**src/rtl/dbus_pkg.sv**
```systemverilog
// Shared definitions for the CPU data-bus responder: access-size encodings,
// FSM state enumeration and the alignment check used at request acceptance.
package dbus_pkg;

    localparam logic [1:0] SZ_BYTE = 2'b00;
    localparam logic [1:0] SZ_HALF = 2'b01;
    localparam logic [1:0] SZ_WORD = 2'b10;

    typedef enum logic [2:0] {
        IDLE,
        ACCESS,
        WAIT,
        MERGE,
        RESP
    } state_t;

    // Size 11 is never legal, so it is reported as misaligned too.
    function automatic logic is_misaligned(input logic [1:0] size, input logic [1:0] off);
        logic bad;
        case (size)
            SZ_BYTE: bad = 1'b0;
            SZ_HALF: bad = off[0];
            SZ_WORD: bad = (off != 2'b00);
            default: bad = 1'b1;
        endcase
        return bad;
    endfunction

endpackage

```
**src/rtl/dbus_lane_unit.sv**
```systemverilog
// Combinational lane logic: extracts/extends a byte or half from a RAM word
// for loads, and merges store data into the addressed lanes for sub-word stores.
module dbus_lane_unit
    import dbus_pkg::*;
(
    input  logic [31:0] word,
    input  logic [31:0] wd,
    input  logic [1:0]  size,
    input  logic [1:0]  off,
    input  logic        sext,
    output logic [31:0] load_data,
    output logic [31:0] merged
);

    logic [7:0]  sel_byte;
    logic [15:0] sel_half;

    always_comb begin
        sel_byte  = word[{off, 3'b000} +: 8];
        sel_half  = off[1] ? word[31:16] : word[15:0];
        load_data = word;
        merged    = word;
        case (size)
            SZ_BYTE: begin
                load_data = {{24{sext & sel_byte[7]}}, sel_byte};
                merged[{off, 3'b000} +: 8] = wd[7:0];
            end
            SZ_HALF: begin
                load_data = {{16{sext & sel_half[15]}}, sel_half};
                if (off[1]) begin
                    merged[31:16] = wd[15:0];
                end else begin
                    merged[15:0] = wd[15:0];
                end
            end
            default: begin
                load_data = word;
                merged    = wd;
            end
        endcase
    end

endmodule

```
**src/rtl/dmem_responder.sv**
```systemverilog
// CPU data-memory responder: accepts one access at a time, drives a synchronous
// word RAM (read-modify-write for sub-word stores) and returns a one-cycle response.
module dmem_responder
    import dbus_pkg::*;
#(
    parameter int ADDR_W = 16
) (
    input  logic              clk_i,
    input  logic              rst_i,
    input  logic              req_i,
    input  logic              we_i,
    input  logic [ADDR_W-1:0] adr_i,
    input  logic [31:0]       wd_i,
    input  logic [1:0]        size_i,
    input  logic              sext_i,
    output logic              ready_o,
    output logic              rvalid_o,
    output logic [31:0]       rdata_o,
    output logic              err_o,
    output logic [ADDR_W-3:0] ram_adr_o,
    output logic              ram_we_o,
    output logic [31:0]       ram_wd_o,
    input  logic [31:0]       ram_rd_i
);

    state_t state, state_next;

    logic              we_q;
    logic [ADDR_W-1:0] adr_q;
    logic [31:0]       wd_q;
    logic [1:0]        size_q;
    logic              sext_q;
    logic [31:0]       rd_q;

    logic [31:0] lane_word;
    logic [31:0] load_data;
    logic [31:0] merged;
    logic        accept;
    logic        resp_enter;

    assign accept     = (state == IDLE) && req_i;
    assign resp_enter = (state_next == RESP) && (state != RESP);
    assign ready_o    = (state == IDLE);
    assign rvalid_o   = (state == RESP);
    assign ram_adr_o  = adr_q[ADDR_W-1:2];

    // Loads extract straight from the RAM read port in WAIT; merges use the captured word.
    assign lane_word = (state == MERGE) ? rd_q : ram_rd_i;

    dbus_lane_unit u_lane (
        .word      (lane_word),
        .wd        (wd_q),
        .size      (size_q),
        .off       (adr_q[1:0]),
        .sext      (sext_q),
        .load_data (load_data),
        .merged    (merged)
    );

    always_ff @(posedge clk_i or posedge rst_i) begin
        if (rst_i) begin
            state   <= IDLE;
            we_q    <= 1'b0;
            adr_q   <= '0;
            wd_q    <= '0;
            size_q  <= SZ_BYTE;
            sext_q  <= 1'b0;
            rd_q    <= '0;
            rdata_o <= '0;
            err_o   <= 1'b0;
        end else begin
            state <= state_next;
            if (accept) begin
                we_q   <= we_i;
                adr_q  <= adr_i;
                wd_q   <= wd_i;
                size_q <= size_i;
                sext_q <= sext_i;
            end
            if (state == WAIT) begin
                rd_q <= ram_rd_i;
            end
            // Response fields change only on entry to RESP so they hold between responses.
            if (resp_enter) begin
                err_o   <= (state == IDLE);
                rdata_o <= (state == WAIT && !we_q) ? load_data : 32'h0;
            end
        end
    end

    // Write enable is decoded from state so an async reset drops it immediately.
    always_comb begin
        state_next = state;
        ram_we_o   = 1'b0;
        ram_wd_o   = 32'h0;
        case (state)
            IDLE: begin
                if (req_i) begin
                    state_next = is_misaligned(size_i, adr_i[1:0]) ? RESP : ACCESS;
                end
            end
            ACCESS: begin
                if (we_q && size_q == SZ_WORD) begin
                    ram_we_o   = 1'b1;
                    ram_wd_o   = wd_q;
                    state_next = RESP;
                end else begin
                    state_next = WAIT;
                end
            end
            WAIT: begin
                state_next = we_q ? MERGE : RESP;
            end
            MERGE: begin
                ram_we_o   = 1'b1;
                ram_wd_o   = merged;
                state_next = RESP;
            end
            RESP: begin
                state_next = IDLE;
            end
            default: begin
                state_next = IDLE;
            end
        endcase
    end

endmodule

```
**config.mk**
```make
export PLATFORM = sky130hd
export DESIGN_NAME = dmem_responder
export DESIGN_NICKNAME = d
export VERILOG_FILES = /design/src/rtl/dbus_pkg.sv /design/src/rtl/dbus_lane_unit.sv /design/src/rtl/dmem_responder.sv
export SDC_FILE = /design/constraint.sdc
export NUM_CORES = 1
export LEC_CHECK = 0
export ABC_AREA = 1
export CAP_MARGIN = 5
export CORE_MARGIN = 2
export CORE_UTILIZATION = 47
export CTS_CLUSTER_SIZE = 14
export DETAILED_ROUTE_END_ITERATION = 12
export PLACE_DENSITY_LB_ADDON = 0.25
export SLEW_MARGIN = 20
export SYNTH_ARGS = -nofsm -noshare
export SYNTH_HDL_FRONTEND = slang
export SYNTH_SLANG_ARGS = --single-unit
```
**constraint.sdc**
```tcl
create_clock -name clk_i -period 4.1 [get_ports clk_i]
set_input_delay 0.82 -clock clk_i [delete_from_list [all_inputs] [get_ports clk_i]]
set_output_delay 0.82 -clock clk_i [all_outputs]
set_load 0.05 [all_outputs]
```
==> results.sh <==
export IMPL_setup_violations=0
export IMPL_ff2ff_setup_slack_ns=1.67
export IMPL_layout_drive_gt1_share_pct=11.04
export IMPL_total_leakage_power_nw=5.056
export IMPL_synth_net_count=1169
export IMPL_r2r_end="rdata_o[3]"
export IMPL_power_ir_vdd_worst_mv=0.5216
export IMPL_pre_cts_slack_ns=0.9815
export IMPL_placed_wire_length_estimate_after_detailed_placement_um=18230
export IMPL_synth_mux_area_fraction_pct=2.941
export IMPL_clock_tree_root_cell="sky130_fd_sc_hd__clkbuf_16"
export IMPL_via_count_of_the_first_global_routing_pass=7652
export IMPL_outcome="finished clean"
export IMPL_filler_cell_count=1425
export IMPL_finalCoreUtilization_pct=64.92
export IMPL_stdcell_area_um2=10310
export IMPL_detailedRoute_firstIterationViolations=1042
export IMPL_area_delta_synth_final_pct=34.65
export IMPL_worst_path_max_delay_cell="sky130_fd_sc_hd__ha_1"
export IMPL_yosysMostFrequentCell="sky130_fd_sc_hd__nand2_1"
export IMPL_finalNetCount=1294
export IMPL_setup_worst_path_end="ram_wd_o[5]"
export IMPL_min_period_over_period_pct=88.72
export IMPL_hold_path_depth=1
export IMPL_cts_inserted_buffers=17
export IMPL_end_kind="output pin"
export IMPL_wl_per_cell_um=17.82
export IMPL_grt_first_pass_wirelength_um=40490
export IMPL_grt_antenna_before_repair=0
export IMPL_rows=46
export IMPL_grt_start_max_net_pins=121
export IMPL_timing_max_transition_violations_final=0
export IMPL_worstSkewPairLatency_ns=0.44
export IMPL_postSynthCellCount=1077
export IMPL_ys_top_cells_by_count="278 x sky130_fd_sc_hd__nand2_1, 131 x sky130_fd_sc_hd__o21ai_0, 120 x sky130_fd_sc_hd__dfrtp_1, 114 x sky130_fd_sc_hd__inv_1, 78 x sky130_fd_sc_hd__a21oi_1"
export IMPL_numPortBuffers=168
export IMPL_total_routing_usage_gr_pct=29.71
export IMPL_io_pin_count=169
export IMPL_vias=8063
export IMPL_timing_critical_path_from_type="register"
export IMPL_gpl_final_weighted_congestion=0.9814
export IMPL_worst_endpoint_required_ns=3.28
export IMPL_dp_cells=1399
export IMPL_post_synth_fa_ha_maj_area_fraction_pct=0.8169
export IMPL_finalWorstSetupSlack_ns=0.4625
export IMPL_timing_hold_worst_class="reg2reg"
export IMPL_fin_tns_setup_ns=0
export IMPL_critPathArrivalTime_ns=2.82
export IMPL_cts_sink_count=120
export IMPL_cts_htree_levels=4
export IMPL_synthDominantCellAreaShare_pct=39.21
export IMPL_compound_gate_portion_of_the_synthesized_area_pct=20.32
export IMPL_synth_flop_cell="sky130_fd_sc_hd__dfrtp_1"
export IMPL_max_freq_mhz=274.9
export IMPL_placed_cell_area_um2=9684
export IMPL_xor_xnor_cell_area_share_of_the_yosys_netlist_pct=0
export IMPL_synth_cell_area_um2=7659
export IMPL_synth_top_family_by_area="simple AND/OR/NAND/NOR gates"
export IMPL_cts_hold_buffers=0
export IMPL_synthesis_area_per_instance_um2=7.111
export IMPL_count_of_state_elements_after_synthesis=120
export IMPL_worst_setup_path_type="reg2out"
export IMPL_final_instance_count_excl_fill=1430
export IMPL_synth_yosys_warnings=0
export IMPL_worstPathCellList="inv_2, ha_1, nand2_1, o21ai_0, a21oi_1, o31ai_1, buf_12"
export IMPL_floorplan_core_area_um2=15890
export IMPL_floorplan_die_width_um=131.7
export IMPL_start_util_pct=48.21
export IMPL_routed_via_density=5.638
export IMPL_crit_start="adr_q[1]"
export IMPL_hold_violations=0
export IMPL_congestion_overflow_gr=0
export IMPL_sequential_cell_area_in_the_final_layout_um2=3003
export IMPL_yosys_top_cells_area="sky130_fd_sc_hd__dfrtp_1 39%, sky130_fd_sc_hd__nand2_1 14%, sky130_fd_sc_hd__o21ai_0 8.6%"
export IMPL_worst_slew_pin_slew_ns=0.7830
export IMPL_finClkSkew_ns=0.01118
export IMPL_synth_distinct_cells=38
export IMPL_clock_tree_from_tritoncts="built"
export IMPL_multi_input_comb_area_um2=3749
export IMPL_critPathMaxStageDelay_ns=0.53
export IMPL_slew_headroom_pct=47.68
export IMPL_path_max_fanout=10
export IMPL_rsz0062_at_grt="no"
export IMPL_synth_edff_count=0
export IMPL_clk_pin_slew_ns=0.05
export IMPL_clk_path_buf_depth=2
export IMPL_timing_max_cap_violations=0
export IMPL_final_antenna_net_count=0
export IMPL_antennaDiodeCount=0
export IMPL_synthSimpleGateAreaFrac_pct=24.70
export IMPL_drt_first_pass_iters=6
export IMPL_cts_resized=0
export IMPL_cellPowerDensity_nw_per_um2=821.9
export IMPL_drt_total_wl_um=25490
export IMPL_post_cts_repair_setup_buffers=0
export IMPL_p_total_mw=8.476
export IMPL_post_synth_top_area_cell="sky130_fd_sc_hd__dfrtp_1"
export IMPL_synth_async_reset_ratio_pct=100.0
export IMPL_holdWs_ns=0.4864
export IMPL_crit_reg2reg_launch="state[1]"
export IMPL_worst_r2r_cell_count=11
export IMPL_die_area_um2=17330
export IMPL_fp_dieH_um=131.7
export IMPL_route_detailed_drc=0
export IMPL_finalCriticalPeriod_ns=3.638
export IMPL_ys_seq_area_share_pct=39.21
==> how the worst min path moves through the flow <==
stage / startpoint / to / slack, ns
after floorplan: rd_q[21] / rd_q[21] / 0.45
after global placement: rd_q[6] / rd_q[6] / 0.47
after detailed placement: wd_q[16] / wd_q[16] / 0.48
after CTS: wd_q[16] / wd_q[16] / 0.49
after global routing: adr_q[15] / adr_q[15] / 0.51
final: wd_q[16] / wd_q[16] / 0.49
==> state kept, by name, summed over array words and instances (netlist names) <==
register  count
size_q        2
rdata_o      32
state         3
adr_q        16
wd_q         32
we_q          1
sext_q        1
rd_q         32
err_o         1
==> routing by layer <==
layer	GRT usage, %	part of all wire (%)	vias to the layer above
met1	40.48	42	3712
li1	-	-	3796
met4	12.44	3.5	0
met5	0	0	-
met3	7.755	11	70
met2	44.85	44	485
==> report_power, final <==
part / internal (mW) / leakage, nW / total [mW] / switching (mW)
clock: 1.05 / 0.302 / 1.62 / 0.577
sequential: 1.76 / 1.46 / 2.14 / 0.380
combinational: 1.52 / 3.29 / 4.71 / 3.19
total: 4.32 / 5.06 / 8.48 / 4.15
==> final cells by class <==
type | instances | share of cell area [%]
Multi-Input combinational cell | 750 | 36.35
Sequential cell | 120 | 29.12
Timing Repair Buffer | 189 | 21.28
Inverter | 124 | 4.538
Clock buffer | 20 | 4.429
Tap cell | 216 | 2.621
Clock inverter | 11 | 1.662
==> cell families after synthesis <==
kind of cell               after synthesis
adders and majority gates                5
buffers and inverters                  207
DFF                                    120
AOI/OAI and AO/OA                      285
muxes                                   20
and+or+nand+nor                        440
==> critical path, delay by kind of cell (launching register included) <==
kind	cells	cell delay, ns
adders and majority gates	1	0.53
buffers and inverters	2	0.40
AOI/OAI and AO/OA	3	0.72
and+or+nand+nor	1	0.34
DFF	1	0.38
==> cells in the final DEF (no fill, tap or decap), drive strengths merged <==
master         count
clkdlybuf4s50    135
inv              123
dfrtp            120
o221ai             7
a22oi              1
mux2              20
nor2              70
o22ai             15
buf               54
clkinv             6
clkbuf            20
o2111ai            1
nand2            283
ha                 5
nand3             45
nor3               7
a21oi             78
a31oi              2
o31ai              1
a41oi              3
o32ai              1
clkinvlp           2
nand4             35
o211ai            10
bufinv             4
o21ai            163
o21a               3
(Power assumes the default switching activity.)
